## src/rtl/acondicionador_botones_pkg.sv

```systemverilog
// Shared definitions for the button conditioner: FSM encoding, counter width,
// default timing parameters and a saturating increment helper.
package acondicionador_botones_pkg;

  typedef enum logic [1:0] {
    IDLE   = 2'd0,
    DELAY  = 2'd1,
    REPEAT = 2'd2,
    LOCK   = 2'd3
  } state_t;

  localparam int CNT_W = 26;

  localparam int DEB_CYCLES_DEF = 500000;
  localparam int REP_DELAY_DEF  = 50000000;
  localparam int REP_RATE_DEF   = 10000000;

  typedef logic [CNT_W-1:0] cnt_t;

  function automatic cnt_t sat_inc(input cnt_t v);
    return (v == '1) ? v : v + cnt_t'(1);
  endfunction

endpackage

```

## src/rtl/acondicionador_botones_antirrebote.sv

```systemverilog
// One button channel: 2-flop synchronizer followed by a counting debouncer.
// The debounced level flips only after DEB_CYCLES consecutive differing samples.
module antirrebote
  import acondicionador_botones_pkg::*;
#(
  parameter int DEB_CYCLES = DEB_CYCLES_DEF
) (
  input  logic clk,
  input  logic rst,
  input  logic raw,
  output logic level
);

  localparam int DW = $clog2(DEB_CYCLES + 1);
  localparam logic [DW-1:0] DEB_LAST = DW'(DEB_CYCLES);

  logic          meta;
  logic          sync;
  logic [DW-1:0] cnt;

  // NOTE: sequential state uses non-blocking assignments so every flop samples
  // the pre-edge value of its neighbours, which the synchronizer chain relies on.
  always_ff @(posedge clk or posedge rst) begin
    if (rst) begin
      meta  <= 1'b0;
      sync  <= 1'b0;
      level <= 1'b0;
      cnt   <= '0;
    end else begin
      meta <= raw;
      sync <= meta;
      if (sync == level) begin
        cnt <= '0;
      end else if (cnt == DEB_LAST) begin
        level <= sync;
        cnt   <= '0;
      end else begin
        cnt <= cnt + DW'(1);
      end
    end
  end

endmodule

```

## src/rtl/acondicionador_botones.sv

```systemverilog
// Up/down push-button conditioner: debounce, one pulse per press, lock-out on
// both buttons, and optional auto-repeat compiled in with ACONDICIONADOR_AUTOREPEAT_EN.
module acondicionador_botones
  import acondicionador_botones_pkg::*;
#(
  parameter int DEB_CYCLES = DEB_CYCLES_DEF,
  parameter int REP_DELAY  = REP_DELAY_DEF,
  parameter int REP_RATE   = REP_RATE_DEF
) (
  input  logic clk,
  input  logic rst,
  input  logic btn_up,
  input  logic btn_down,
  output logic up,
  output logic down,
  output logic EN
);

  if (DEB_CYCLES < 1 || REP_DELAY < 1 || REP_RATE < 1 ||
      REP_DELAY > 2**CNT_W || REP_RATE > 2**CNT_W) begin : g_bad_cfg
    $error("acondicionador_botones: timing parameter out of range");
  end

  logic   lvl_up;
  logic   lvl_down;
  state_t state, state_n;
  logic   ch, ch_n;          // active channel: 0 = up, 1 = down
  logic   up_n, down_n;
  logic   held;

`ifdef ACONDICIONADOR_AUTOREPEAT_EN
  localparam cnt_t DELAY_LAST = cnt_t'(REP_DELAY - 1);
  localparam cnt_t RATE_LAST  = cnt_t'(REP_RATE - 1);
  cnt_t cnt, cnt_n;
`endif

  antirrebote #(.DEB_CYCLES(DEB_CYCLES)) u_deb_up (
    .clk   (clk),
    .rst   (rst),
    .raw   (btn_up),
    .level (lvl_up)
  );

  antirrebote #(.DEB_CYCLES(DEB_CYCLES)) u_deb_down (
    .clk   (clk),
    .rst   (rst),
    .raw   (btn_down),
    .level (lvl_down)
  );

  always_ff @(posedge clk or posedge rst) begin
    if (rst) begin
      state <= IDLE;
      ch    <= 1'b0;
      up    <= 1'b0;
      down  <= 1'b0;
`ifdef ACONDICIONADOR_AUTOREPEAT_EN
      cnt   <= '0;
`endif
    end else begin
      state <= state_n;
      ch    <= ch_n;
      up    <= up_n;
      down  <= down_n;
`ifdef ACONDICIONADOR_AUTOREPEAT_EN
      cnt   <= cnt_n;
`endif
    end
  end

  // NOTE: every signal driven here gets a default first, so no path can
  // leave one unassigned and infer a latch.
  always_comb begin
    state_n = state;
    ch_n    = ch;
    up_n    = 1'b0;
    down_n  = 1'b0;
`ifdef ACONDICIONADOR_AUTOREPEAT_EN
    cnt_n   = cnt;
`endif
    held    = ch ? lvl_down : lvl_up;

    // Both buttons down overrides everything and suppresses pulses.
    if (lvl_up && lvl_down) begin
      state_n = LOCK;
    end else begin
      case (state)
        IDLE: begin
          if (lvl_up || lvl_down) begin
            state_n = DELAY;
            ch_n    = lvl_down;
            up_n    = lvl_up;
            down_n  = lvl_down;
`ifdef ACONDICIONADOR_AUTOREPEAT_EN
            cnt_n   = '0;
`endif
          end
        end
        DELAY: begin
          if (!held) begin
            state_n = IDLE;
          end
`ifdef ACONDICIONADOR_AUTOREPEAT_EN
          else if (cnt == DELAY_LAST) begin
            state_n = REPEAT;
            up_n    = ~ch;
            down_n  = ch;
            cnt_n   = '0;
          end else begin
            cnt_n = sat_inc(cnt);
          end
`endif
        end
        REPEAT: begin
`ifdef ACONDICIONADOR_AUTOREPEAT_EN
          if (!held) begin
            state_n = IDLE;
          end else if (cnt == RATE_LAST) begin
            up_n   = ~ch;
            down_n = ch;
            cnt_n  = '0;
          end else begin
            cnt_n = sat_inc(cnt);
          end
`else
          state_n = IDLE;
`endif
        end
        LOCK: begin
          if (!lvl_up && !lvl_down) begin
            state_n = IDLE;
          end
        end
        default: state_n = IDLE;
      endcase
    end
  end

  assign EN = up | down;

endmodule
```

## config.mk

```make
export PLATFORM = sky130hd
export DESIGN_NAME = acondicionador_botones
export DESIGN_NICKNAME = d
export VERILOG_FILES = /design/src/rtl/acondicionador_botones_pkg.sv /design/src/rtl/acondicionador_botones_antirrebote.sv /design/src/rtl/acondicionador_botones.sv
export SDC_FILE = /design/constraint.sdc
export NUM_CORES = 1
export LEC_CHECK = 0
export ABC_CLOCK_PERIOD_IN_PS = 2510
export CORE_MARGIN = 10
export CORE_UTILIZATION = 30
export DETAILED_ROUTE_END_ITERATION = 10
export GPL_TIMING_DRIVEN = 0
export SETUP_SLACK_MARGIN = 0.4
export SYNTH_ARGS = -nofsm -noshare
export SYNTH_HDL_FRONTEND = slang
export SYNTH_SLANG_ARGS = --single-unit
```

## constraint.sdc

```tcl
create_clock -name clk -period 2.51 [get_ports clk]
set_input_delay 0.502 -clock clk [delete_from_list [all_inputs] [get_ports clk]]
set_output_delay 0.502 -clock clk [all_outputs]
set_load 0.01 [all_outputs]
```

==> results by stage <==
Synth:
- The yosys synthesis warning count is 0.
- The gate count of the mapped netlist is 241.
- The synthesized area is 0.00239 sq mm.
- The proportion of synthesized chip area in sequential cells is 51.2%.
- The number of distinct library cell variants in the gate-level netlist after synthesis is 31.
- Yosys mapped a number of flops with a built-in enable equal to 0.
- The number of register bits inferred by synthesis is 49.
- The post-synth net total is 251.
- The async set or reset register ratio after synthesis is 100%.
- The most used flip-flop cell after synthesis is dfrtp_1.
- After synthesis, the mean cell area works out to 9.93 sq um.

Placed design:
- In this run the tool buffered the top-level ports with 6 buffer cells.
- Prior to clock tree synthesis, the placed netlist has a worst setup slack of 0.359 ns.
- The estimated wirelength of the detail-placed design is 2930 um.
- The final weighted congestion in routability-driven placement is 0.794.

Setup path:
- The launching element type of the critical path is a register.
- The startpoint of the worst register-to-register path is u_deb_down.cnt[7].
- The destination of the worst register-to-register timing path is u_deb_down.level.
- Measured in cells, the most critical reg-to-reg path has a length of 4.
- The worst setup path is captured at a register.
- The internal reg-to-reg setup slack is 0.49 ns.
- The worst-path maximum fanout is 6.
- Data on the critical path is required at its endpoint by 2.70 ns.
- The worst setup path is of the reg -> reg kind.
- The data arrival time of the critical path is 2.22 ns.

Route:
- The via count is 1739.
- The overall routed net length is 4200 um.
- After detailed routing, the average wire length per cell comes to 11.5 um.
- After detailed routing, the number of remaining DRC violations is 0.
- The total iterations of the first detailed-routing run is 4.
- After detailed routing, the number of vias per cell comes to 4.78.
- The antenna violation net count after detailed routing is 0.
- In this run, the number of DRC markers left after iteration 0 of detailed routing was 82.

STA:
- The number of max-slew violations in the final report was 0.
- The number of endpoints with negative hold slack in the final report was 0.
- In this run the tightest slew margin relative to its limit is 72.4%.
- Setup violations remaining at the end of the flow were counted as 0.
- The share of the clock period used by the worst path is 80.6%.
- Setup repair after global routing left no endpoint under its margin.
- Based on the critical path, the design can be clocked at up to 494 MHz.
- The worst-margin pin slew is 0.411 ns.
- The clock skew after layout is 0.00711 ns.
- The smallest setup slack after layout is 0.486 ns.
- For the finished layout, the period the worst path requires is 2.02 ns.

Die:
- For this configuration, the core starts out at a cell density of 31.0%.
- After floorplanning, the core was sized to cover 0.00773 sq mm.
- The die is 109 um tall.
- The I/O pin count is 7.
- The x dimension of the die is 109 um.
- The cell row count is 32.
- The floorplan step defined a die boundary enclosing 0.0120 sq mm.

Run status:
- The run finished with clean final reports.

Power and ir drop:
- The total power density per cell area is 547 mW/mm^2.
- The design draws 1.53 mW.
- The peak supply drop is 0.215 mV.
- Summed over all cells, the static leakage comes to 1.11 nW.

Global route:
- The number of global-route vias before repair was 1681.
- The wire length of the first global-routing pass is 7660 um.
- The number of antenna violations at the first check in global routing is 0.
- For this run the aggregate overflow at the end of global routing stands at 0.
- Across every metal layer, demand over resource in global routing totals 7.83%.
- Entering global routing, the biggest net connects 41 pins.

Final layout:
- Registers take 0.00123 sq mm.
- The number of antenna repair diodes is 0.
- The area occupied by multi-input gates is 0.00110 sq mm.
- Leaving out fill and tap cells, the most frequent cell in the layout is dfrtp_1.
- The number of filler instances in the final layout is 776.
- The library cells used most frequently in the layout, excluding fill and tap cells, are 45 x dfrtp_1, 36 x nor2_1, 19 x nand2_1, 19 x xnor2_1, 13 x inv_1.
- The area growth from synthesis to layout is 17.0%.
- The number of nets in the layout is 271.
- The share of post-route cells with drive strength above 1 is 12.6%.

Clocking:
- The clock reaches the later pin of the worst-skew pair after 0.30 ns.
- For this design, the sink count on the clock tree is 49.
- The clock tree from TritonCTS is done.
- The maximum root-to-sink buffer count is 2.
- The cell at the root of the clock tree is clkbuf_8.
- The total CTS buffers is 5.
- In this run the number of H-tree levels came out at 2.
- The clock transition at the register clock pins on the worst setup and hold paths after CTS is 0.09 ns.

Worst hold path:
- In this run the most critical hold path is launched from u_deb_down.meta.
- The hold path endpoint is u_deb_down.sync.
- In this run the worst hold path is classified as reg -> reg.
- Counting instances, the worst hold path has a depth of 0.

Job:
- The max-cap check violation count is 0.
-- where the power goes --
group          internal (mW)  total (mW)  switching, mW
sequential             0.800       0.810        0.00999
combinational         0.0268      0.0658         0.0390
clock                  0.396       0.656          0.261
total                   1.22        1.53          0.310
-- stage by stage --
stage	TNS, ns	hold slack, ns	cells	util, %	cell area, sq um
floorplan	0	0.331	241	-	2390
global placement	-7.12	0.333	349	33.4	2580
detailed placement	0	0.336	350	33.7	2600
CTS	0	0.357	362	35.8	2770
global route	0	0.368	364	36.3	2800
finish	0	0.351	364	36.3	2800
-- cell usage after synthesis (all sizes together), types with 2 or more instances --
| cell type | n | area share, % |
|---|---|---|
| nand2 | 19 | 3.0 |
| mux2 | 2 | 0.94 |
| nand3 | 11 | 2.3 |
| o21ai | 10 | 3.0 |
| o31ai | 2 | 0.63 |
| xor2 | 9 | 3.3 |
| a21oi | 11 | 2.3 |
| nor3 | 6 | 1.3 |
| ha | 6 | 3.1 |
| buf | 2 | 0.94 |
| and2 | 2 | 0.52 |
| nor4 | 9 | 2.4 |
| or3 | 6 | 1.6 |
| nand4 | 10 | 2.9 |
| or4 | 6 | 2.2 |
| xnor2 | 19 | 7.0 |
| inv | 14 | 2.2 |
| nor2 | 38 | 6.0 |
| dfrtp | 49 | 51 |
| and4 | 2 | 0.73 |
-- flip-flops by register name, summed over array words and instances (netlist names) --
register / flops
up: 1
u_deb_up.sync: 1
u_deb_down.sync: 1
u_deb_down.cnt: 19
u_deb_up.meta: 1
state: 2
u_deb_down.meta: 1
u_deb_up.level: 1
u_deb_up.cnt: 19
ch: 1
u_deb_down.level: 1
down: 1
-- layer usage --
layer	global-route usage, %	routed length [um]	up-vias	share of wire, %
met5	0	0	-	0
met4	2.60	35	0	0.83
met2	12.0	1910	19	45
li1	-	-	871	-
met3	2.28	152	4	3.6
met1	10.3	2100	845	50
-- critical path: stages (launching register included) --
cell and delay, ns:
dfrtp_2 0.45, or4_1 0.54, or4_4 0.46, nor2_2 0.13
mux2_2 0.33
-- worst max path at each step --
| stage | from | to | cells after the start |
|---|---|---|---|
| after detailed placement | u_deb_up.cnt[3] | u_deb_up.cnt[10] | 5 |
| after floorplan | u_deb_up.cnt[3] | u_deb_up.level | 4 |
| final | u_deb_down.cnt[7] | u_deb_down.level | 4 |
| after global placement | rst | u_deb_down.cnt[8] | 2 |
| after CTS | u_deb_up.cnt[3] | u_deb_up.level | 4 |
| after global routing | u_deb_down.cnt[7] | u_deb_down.level | 4 |
-- cells by family (layout without fill, tap and decap cells) --
kind of cell,after synthesis,after routing,synth area share [%]
AND/OR/NAND/NOR,114,114,24.4
XOR/XNOR,28,28,10.2
multiplexers,3,3,1.36
AO/OA/AOI/OAI,24,24,6.32
flip-flops,49,49,51.2
buffers and inverters,17,38,3.29
adder cells (fa/ha/maj),6,6,3.14
-- timing repair --
action | CTS | global route
pin swaps | 2 | 1
resized for setup | 1 | 7
setup buffers | 4 | 2
hold buffers | 0 | 0
endpoints found under the setup margin | 21 | 13
-- cell type report --
class	count	share of cell area [%]
Sequential cell	49	43.9
Multi-Input combinational cell	175	39.4
Tap cell	102	4.56
Timing Repair Buffer	13	4.47
Clock buffer	5	2.46
Clock inverter	3	2.32
Inverter	14	1.88
Buffer	3	0.938
Note: power is estimated with default switching activity, not from simulation.
